**config.mk**
```make
export PLATFORM = sky130hd
export DESIGN_NAME = irq_event_rx
export DESIGN_NICKNAME = d
export VERILOG_FILES = /design/src/rtl/irq_rx_pkg.sv /design/src/rtl/irq_rr_pick.sv /design/src/rtl/irq_event_rx.sv
export SDC_FILE = /design/constraint.sdc
export NUM_CORES = 1
export LEC_CHECK = 0
export BUFFER_PORTS_ARGS = -buffer_cell sky130_fd_sc_hd__clkbuf_2
export CORE_AREA = 4 4 111 102
export DETAILED_ROUTE_END_ITERATION = 7
export DIE_AREA = 0 0 115 106
export GPL_ROUTABILITY_DRIVEN = 0
export PLACE_DENSITY = 0.51
export SYNTH_ARGS = -nofsm -noshare
export SYNTH_HDL_FRONTEND = slang
export SYNTH_SLANG_ARGS = --single-unit
```
**constraint.sdc**
```tcl
create_clock -name clk -period 4.1 [get_ports clk]
set_input_delay 0.205 -clock clk [delete_from_list [all_inputs] [get_ports clk]]
set_output_delay 0.205 -clock clk [all_outputs]
set_load 0.05 [all_outputs]
```
**src/rtl/irq_rx_pkg.sv**
```systemverilog
// Shared definitions for the interrupt event receiver: ID width helper and FSM encoding.
package irq_rx_pkg;

    typedef enum logic {
        ST_IDLE    = 1'b0,
        ST_PRESENT = 1'b1
    } irq_rx_state_t;

    // Guard keeps the id at least one bit wide for degenerate source counts.
    function automatic int calc_id_w(input int n);
        return (n < 2) ? 1 : $clog2(n);
    endfunction

endpackage

```
**src/rtl/irq_rr_pick.sv**
```systemverilog
// Combinational round-robin finder: first set request at or after ptr+1, wrapping modulo N.
module irq_rr_pick
    import irq_rx_pkg::*;
#(
    parameter int N   = 8,
    parameter int IDW = calc_id_w(N)
) (
    input  logic [N-1:0]   i_req,
    input  logic [IDW-1:0] i_ptr,
    output logic           o_found,
    output logic [IDW-1:0] o_idx
);

    // Walk from farthest to nearest so the nearest hit is the last assignment.
    always_comb begin
        int             j;
        logic [IDW-1:0] jj;
        o_found = 1'b0;
        o_idx   = '0;
        j       = 0;
        jj      = '0;
        for (int k = N; k >= 1; k--) begin
            j  = (int'(i_ptr) + k) % N;
            jj = IDW'(j);
            if (i_req[jj]) begin
                o_found = 1'b1;
                o_idx   = jj;
            end
        end
    end

endmodule

```
**src/rtl/irq_event_rx.sv**
```systemverilog
// Receives async interrupt lines, latches pending/overrun per source and delivers
// one event at a time, round-robin, over a valid/ready handshake.
module irq_event_rx
    import irq_rx_pkg::*;
#(
    parameter int N_IRQ       = 8,
    parameter int SYNC_STAGES = 2,
    parameter int CNT_W       = 8,
    localparam int ID_W       = calc_id_w(N_IRQ)
) (
    input  logic             clk,
    input  logic             resetn,
    input  logic [N_IRQ-1:0] irq_in,
    input  logic [N_IRQ-1:0] irq_mask,
    output logic             evt_valid,
    input  logic             evt_ready,
    output logic [ID_W-1:0]  evt_id,
    output logic             evt_overrun,
    output logic [N_IRQ-1:0] irq_pending,
    output logic             irq_any,
    input  logic             cnt_clr,
    output logic [CNT_W-1:0] ovr_count
);

    logic [N_IRQ-1:0] r_sync [SYNC_STAGES];
    logic [N_IRQ-1:0] r_s_d;
    logic [N_IRQ-1:0] r_pend;
    logic [N_IRQ-1:0] r_ovr;
    logic [ID_W-1:0]  r_ptr;
    logic [ID_W-1:0]  r_evt_id;
    logic             r_evt_ovr;
    logic [CNT_W-1:0] r_cnt;
    irq_rx_state_t    r_state;
    irq_rx_state_t    w_state_nxt;

    logic [N_IRQ-1:0] w_rise;
    logic [N_IRQ-1:0] w_req;
    logic [N_IRQ-1:0] w_clr;
    logic [N_IRQ-1:0] w_ovr_set;
    logic             w_ovr_new;
    logic             w_found;
    logic [ID_W-1:0]  w_idx;
    logic             w_load;

    always_ff @(posedge clk or negedge resetn) begin
        if (!resetn) begin
            for (int i = 0; i < SYNC_STAGES; i++) r_sync[i] <= '0;
            r_s_d <= '0;
        end else begin
            r_sync[0] <= irq_in;
            for (int i = 1; i < SYNC_STAGES; i++) r_sync[i] <= r_sync[i-1];
            r_s_d <= r_sync[SYNC_STAGES-1];
        end
    end

    assign w_rise = r_sync[SYNC_STAGES-1] & ~r_s_d;
    assign w_req  = r_pend & ~irq_mask;

    irq_rr_pick #(
        .N   (N_IRQ),
        .IDW (ID_W)
    ) u_pick (
        .i_req   (w_req),
        .i_ptr   (r_ptr),
        .o_found (w_found),
        .o_idx   (w_idx)
    );

    // A rise landing on the slot being selected re-arms pend without counting as overrun.
    assign w_clr     = w_load ? (N_IRQ'(1) << w_idx) : '0;
    assign w_ovr_set = w_rise & r_pend & ~w_clr;
    assign w_ovr_new = |(w_ovr_set & ~r_ovr);

    always_ff @(posedge clk or negedge resetn) begin
        if (!resetn) begin
            r_pend <= '0;
            r_ovr  <= '0;
        end else begin
            r_pend <= (r_pend & ~w_clr) | w_rise;
            r_ovr  <= (r_ovr & ~w_clr) | w_ovr_set;
        end
    end

    always_ff @(posedge clk or negedge resetn) begin
        if (!resetn) r_state <= ST_IDLE;
        else         r_state <= w_state_nxt;
    end

    always_comb begin
        w_state_nxt = r_state;
        case (r_state)
            ST_IDLE:    if (w_found)   w_state_nxt = ST_PRESENT;
            ST_PRESENT: if (evt_ready) w_state_nxt = ST_IDLE;
            default:                   w_state_nxt = ST_IDLE;
        endcase
    end

    always_comb begin
        w_load    = (r_state == ST_IDLE) && w_found;
        evt_valid = (r_state == ST_PRESENT);
    end

    always_ff @(posedge clk or negedge resetn) begin
        if (!resetn) begin
            r_ptr     <= ID_W'(N_IRQ - 1);
            r_evt_id  <= '0;
            r_evt_ovr <= 1'b0;
        end else if (w_load) begin
            r_ptr     <= w_idx;
            r_evt_id  <= w_idx;
            r_evt_ovr <= r_ovr[w_idx];
        end
    end

    always_ff @(posedge clk or negedge resetn) begin
        if (!resetn)                       r_cnt <= '0;
        else if (cnt_clr)                  r_cnt <= '0;
        else if (w_ovr_new && (~&r_cnt))   r_cnt <= r_cnt + 1'b1;
    end

    assign evt_id      = r_evt_id;
    assign evt_overrun = r_evt_ovr;
    assign irq_pending = r_pend;
    assign irq_any     = (|w_req) | evt_valid;
    assign ovr_count   = r_cnt;

endmodule

```
==> results.yml, run 1 <==
status:
  status: "complete, no violations"
global_route:
  track_usage_pct: 16.28
  grt.overflow.total: 0
  antenna_found_initial: 0
  grt_pass1_wl_um: 15700
  grt_max_degree: 57
  grt_pass1_vias: 3046
cells_and_area:
  multiInputGateArea_um2: 2078
  antenna_cells: 0
  drive_gt1_share_pct: 29.22
  final_nets: 443
  regArea_um2: 1405
  syn2layout_area_growth_pct: 23.89
  n_fill_cell: 1024
  fin_util_pct: 42.60
min_path:
  hold_end: "r_sync[11]"
  hold_path.class: "input port to register"
  hp-start: "irq_in[3]"
  min_delay_path_depth: 1
placed_design:
  dp_slack_ns: 0.06817
  place_hpwl_um: 7526
  port_buffers: 41
clock_tree:
  root_buffer: "clkbuf_16"
  clock_latency_ns: 0.29
  clock-sinks: 56
  cts_tree: "built"
  clock_path_buffers: 2
  htree_levels: 2
  cts_buffers: 5
  clk_pin_slew_worst_paths_ns: 0.07
floorplan:
  io_pins: 42
  fp-row-count: 35
  die_y_um: 106
  die_x_um: 115
  fp.coreArea_um2: 10160
  dieArea_um2: 12190
  start_util_pct: 34.38
worst_setup_path:
  r2r_end: "ovr_count[5]"
  r2r-start: "r_ptr[2]"
  worst_setup_path_start_kind: "register"
  path_max_fanout: 13
  critPathKind: "register to register"
  regToRegSetupSlack_ns: 0.19
  required_ns: 4.31
  crit_arrival_ns: 4.12
  endpoint_kind: "register"
  reg2regPathDepth: 12
sta:
  tightestPinTransition_ns: 0.6892
  setup_slack_ns: 0.1882
  slew_viol_final: 0
  fmax_mhz: 255.6
  finalSetupViolCount: 0
  finalHoldViolCount: 0
  final.period_utilization_pct: 95.41
  post-route-min-period_ns: 3.912
  clock_skew_ns: 0.004603
  maxSlewHeadroom_pct: 52.86
synthesis:
  synth_top_cells_by_count: "dfrtp_1, nor2_1, nand2_1"
  yosysWarnings: 0
  synth_cell_types: 65
  ys_ff_latch: 56
  syn_area_per_cell_um2: 9.840
  synthArstFlopShare_pct: 100.0
  synth_edf_count: 0
  syn-cell-area_um2: 3493
  yosysMostFrequentCell: "dfrtp_1"
  ys.flop_type: "dfrtp_1"
  synth_area_leader_cell: "dfrtp_1"
  synth_fp_nets: 378
  synthCells: 355
  netlist_top_cells_area: "dfrtp_1, mux4_2, nor2b_1, nor2_1, a21oi_1"
  ys_seq_area_share_pct: 40.22
  synth.top_cell.area_share_pct: 37.97
run:
  cap_violations: 0
route:
  initialDrtViolationCount: 308
  via_per_inst: 5.700
  drc: 0
  route.final.wire_length_um: 9921
  postRouteAntennaNets: 0
  drt-pass1-iter-count: 5
  vias: 3135
  routedWlPerCell_um: 18.04
## logic make-up (layout without fill, tap and decap cells)
kind of cell,count (synthesis),after routing,share of synthesized area [%]
adders and majority gates,3,3,1.075
muxes,29,29,13.50
and+or+nand+nor,140,140,21.49
buffers and inverters,24,90,3.044
DFF,56,56,40.22
AOI/OAI and AO/OA,98,98,19.41
xor gates and xnor gates,5,5,1.254
## through the flow
step	cells	setup TNS, ns	hold WS, ns	cell area [um2]
floorplan	355	0	-0.09059	3502
global placement	540	0	0.3141	4030
detailed placement	540	0	0.3150	4030
CTS	548	0	0.01278	4213
global route	550	-0.09444	0.005860	4328
finish	550	0	0.01440	4328
## sequential cells by signal, indices dropped and copies added (netlist names)
name / flops
r_sync: 16
evt_valid: 1
evt_overrun: 1
r_ptr: 3
r_s_d: 8
r_ovr: 8
ovr_count: 8
irq_pending: 8
evt_id: 3
## timing repair
item	CTS	global route
endpoints found under the setup margin	0	8
setup buffers	0	2
hold buffers	0	0
resized for setup	0	22
## metal layers
metal	up-vias	global-route usage, %	part of all wire, %
met1	1555	23.07	45
met3	19	2.049	5.9
li1	1459	-	-
met5	-	0	0
met4	0	5.951	2.2
met2	102	25.41	47
## layout by cell type (no fill, tap or decap), types with 6 or more instances in the layout
master | synthesis | layout
nand3_1 | 12 | 12
clkbuf_2 | 1 | 41
a21oi_1 | 22 | 22
nand2b_1 | 12 | 12
o21ai_1 | 8 | 7
nor3_1 | 6 | 6
mux4_2 | 14 | 14
mux2i_1 | 10 | 10
nand2_1 | 24 | 24
dfrtp_1 | 53 | 53
nor2_1 | 30 | 30
inv_1 | 7 | 7
o21ai_0 | 11 | 11
buf_4 | 3 | 27
nor2b_1 | 19 | 19
## cell type report
cell class,count,share of cell area [%]
Clock buffer,7,3.527
Tap cell,129,3.729
Multi-Input combinational cell,275,48.02
Inverter,10,0.8962
Sequential cell,56,32.47
Timing Repair Buffer,72,10.67
Clock inverter,1,0.6938
## how the worst max path moves through the flow
stage,endpoint,slack (ns),start
finish,ovr_count[5],0.19,r_ptr[2]
global route,ovr_count[4],-0.05,r_ptr[0]
CTS,ovr_count[0],0.05,r_ptr[0]
detailed placement,ovr_count[0],0.07,r_ptr[0]
global placement,ovr_count[0],0.17,r_ptr[0]
floorplan,ovr_count[1],0.002,r_ptr[1]
## critical path, stage by stage, from the launching register on
cell and delay [ns]:
dfstp_2 0.79, clkinv_1 0.23, a31oi_1 0.48, a41oi_1 0.23, a221oi_2 0.49, a21oi_1 0.11, buf_4 0.21, a311oi_1 0.32
o22a_1 0.24, o31ai_4 0.09, buf_12 0.15, or3_1 0.34, a21oi_1 0.16
Power of run 1 is not shown: default switching activity piles up to over one toggle a cycle in this logic, so the estimate is an artifact.
==> run 2: changes to the inputs <==
Settings changed: BUFFER_PORTS_ARGS -buffer_cell sky130_fd_sc_hd__clkbuf_2 to -buffer_cell sky130_fd_sc_hd__buf_2, CAP_MARGIN set to 20.
==> results.yml, run 2 (synthesis gave the netlist of run 1 again) <==
clock_tree:
  clock-sinks: 56
  cts_buffers: 5
  clock_path_buffers: 2
  clock_latency_ns: 0.29
  cts_tree: "built"
  root_buffer: "clkbuf_16"
  hold_buffers: 0
  htree_levels: 2
  clk_pin_slew_worst_paths_ns: 0.07
min_path:
  hp-start: "irq_in[2]"
  hold_end: "r_sync[10]"
  min_delay_path_depth: 1
  hold_path.class: "input port to register"
sta:
  setup_slack_ns: 0.1277
  post-route-min-period_ns: 3.972
  finalSetupViolCount: 0
  clock_skew_ns: 0.005323
  finalHoldViolCount: 0
  slew_viol_final: 0
  final.period_utilization_pct: 96.88
  tightestPinTransition_ns: 0.7974
  fmax_mhz: 251.7
  finalSetupTns_ns: 0
  maxSlewHeadroom_pct: 45.46
cells_and_area:
  layout.cells.non_filler: 549
  final_cell_mix: "dfrtp_1, buf_2, nor2_1"
  largest_reg_flops: 16
  drive_gt1_share_pct: 28.10
  top_register: "r_sync"
  fin_util_pct: 42.34
  final_nets: 442
  regArea_um2: 1405
  n_fill_cell: 978
  final_common_cell: "dfrtp_1"
  antenna_cells: 0
  syn2layout_area_growth_pct: 23.14
  multiInputGateArea_um2: 2057
worst_setup_path:
  critPathMaxStageDelay_ns: 0.57
  cp_top_family: "compound AO/OA/AOI/OAI gates"
  worstPathCellList: "buf_8, ha_1, buf_4, xnor2_1, mux4_2, o211ai_1, o311ai_2, and3_4, or4_1, a2bb2o_2, o31ai_4, buf_12, xor2_1, nor2_1"
  regToRegSetupSlack_ns: 0.13
  crit_slowest_cell: "dfstp_2"
  required_ns: 4.28
  worst_setup_path_start_kind: "register"
  r2r-start: "r_ptr[0]"
  cp-startpoint: "r_ptr[0]"
  critPathKind: "register to register"
  endpoint_kind: "register"
  crit_arrival_ns: 4.15
  r2r_end: "ovr_count[0]"
  path_max_fanout: 12
  reg2regPathDepth: 14
  path_buf_inv: 3
placed_design:
  port_buffers: 41
  post-place-cells: 540
  place_hpwl_um: 7343
  dp_slack_ns: 0.1428
status:
  status: "complete, no violations"
route:
  routedWlPerCell_um: 17.48
  drc: 0
  drt-pass1-iter-count: 5
  initialDrtViolationCount: 229
  route.final.wire_length_um: 9598
  postRouteAntennaNets: 0
  vias: 3079
  via_per_inst: 5.608
global_route:
  grt_max_degree: 57
  track_usage_pct: 15.77
  antenna_found_initial: 0
  grt_pass1_wl_um: 15390
  grt_pass1_vias: 2949
  grt.overflow.total: 0
floorplan:
  die_y_um: 106
  fp.coreArea_um2: 10160
  dieArea_um2: 12190
  die_x_um: 115
  io_pins: 42
  start_util_pct: 34.38
  fp-row-count: 35
run:
  cap_violations: 0
run 2: cell count changes in the layout (fill, tap and decap cells not counted), moves of 2 or more:
cell      before  now
buf_8          0    2
clkbuf_2      41    0
buf_2          0   41
buf_6          3    1
run 2: worst reg2reg max path: cells and delay by family, from the launching register on:
| family | cells | cell delay (ns) |
|---|---|---|
| xor+xnor | 2 | 0.31 |
| compound gates | 4 | 1.18 |
| mux | 1 | 0.39 |
| simple gates | 3 | 0.77 |
| flops | 1 | 0.57 |
| buf+inv | 3 | 0.44 |
| fa+ha+maj | 1 | 0.20 |
run 2: final cells by class:
cell class	instances	share of cell area, %
multi-input cells	275	47.82
flip-flops and latches	56	32.66
repair buffers	71	10.73
well taps	129	3.752
clock buffers	6	3.229
clock inverters	2	0.9017
inverters	10	0.9017
run 2: how the worst max path moves through the flow:
| stage | cells past startpoint | to |
|---|---|---|
| 4_1_cts | 15 | ovr_count[0] |
| 2_1_floorplan | 13 | ovr_count[1] |
| 5_1_grt | 15 | ovr_count[4] |
| 6_report | 14 | ovr_count[0] |
| 3_3_place_gp | 15 | ovr_count[0] |
| 3_5_place_dp | 15 | ovr_count[0] |
run 2: stage by stage:
| step | hold WS [ns] | instance area [um2] |
|---|---|---|
| 2_1_floorplan | -0.09059 | 3502 |
| 3_3_place_gp | 0.3136 | 4030 |
| 3_5_place_dp | 0.3143 | 4030 |
| 4_1_cts | 0.01086 | 4208 |
| 5_1_grt | 0.01008 | 4302 |
| 6_report | 0.01532 | 4302 |
run 2: timing repair:
action	4_1_cts	5_1_grt
setup buffers	0	1
resized for setup	0	21
setup endpoints to repair	0	8
run 2: metal layers:
| metal | wire, um | track usage (%) | vias to the layer above |
|---|---|---|---|
| met2 | 4456 | 24.79 | 119 |
| met3 | 615 | 1.935 | 17 |
| met4 | 199 | 4.107 | 0 |
| li1 | - | - | 1465 |
| met1 | 4326 | 22.93 | 1478 |
| met5 | 0 | 0 | - |
Power of run 2 is left out for the same reason.
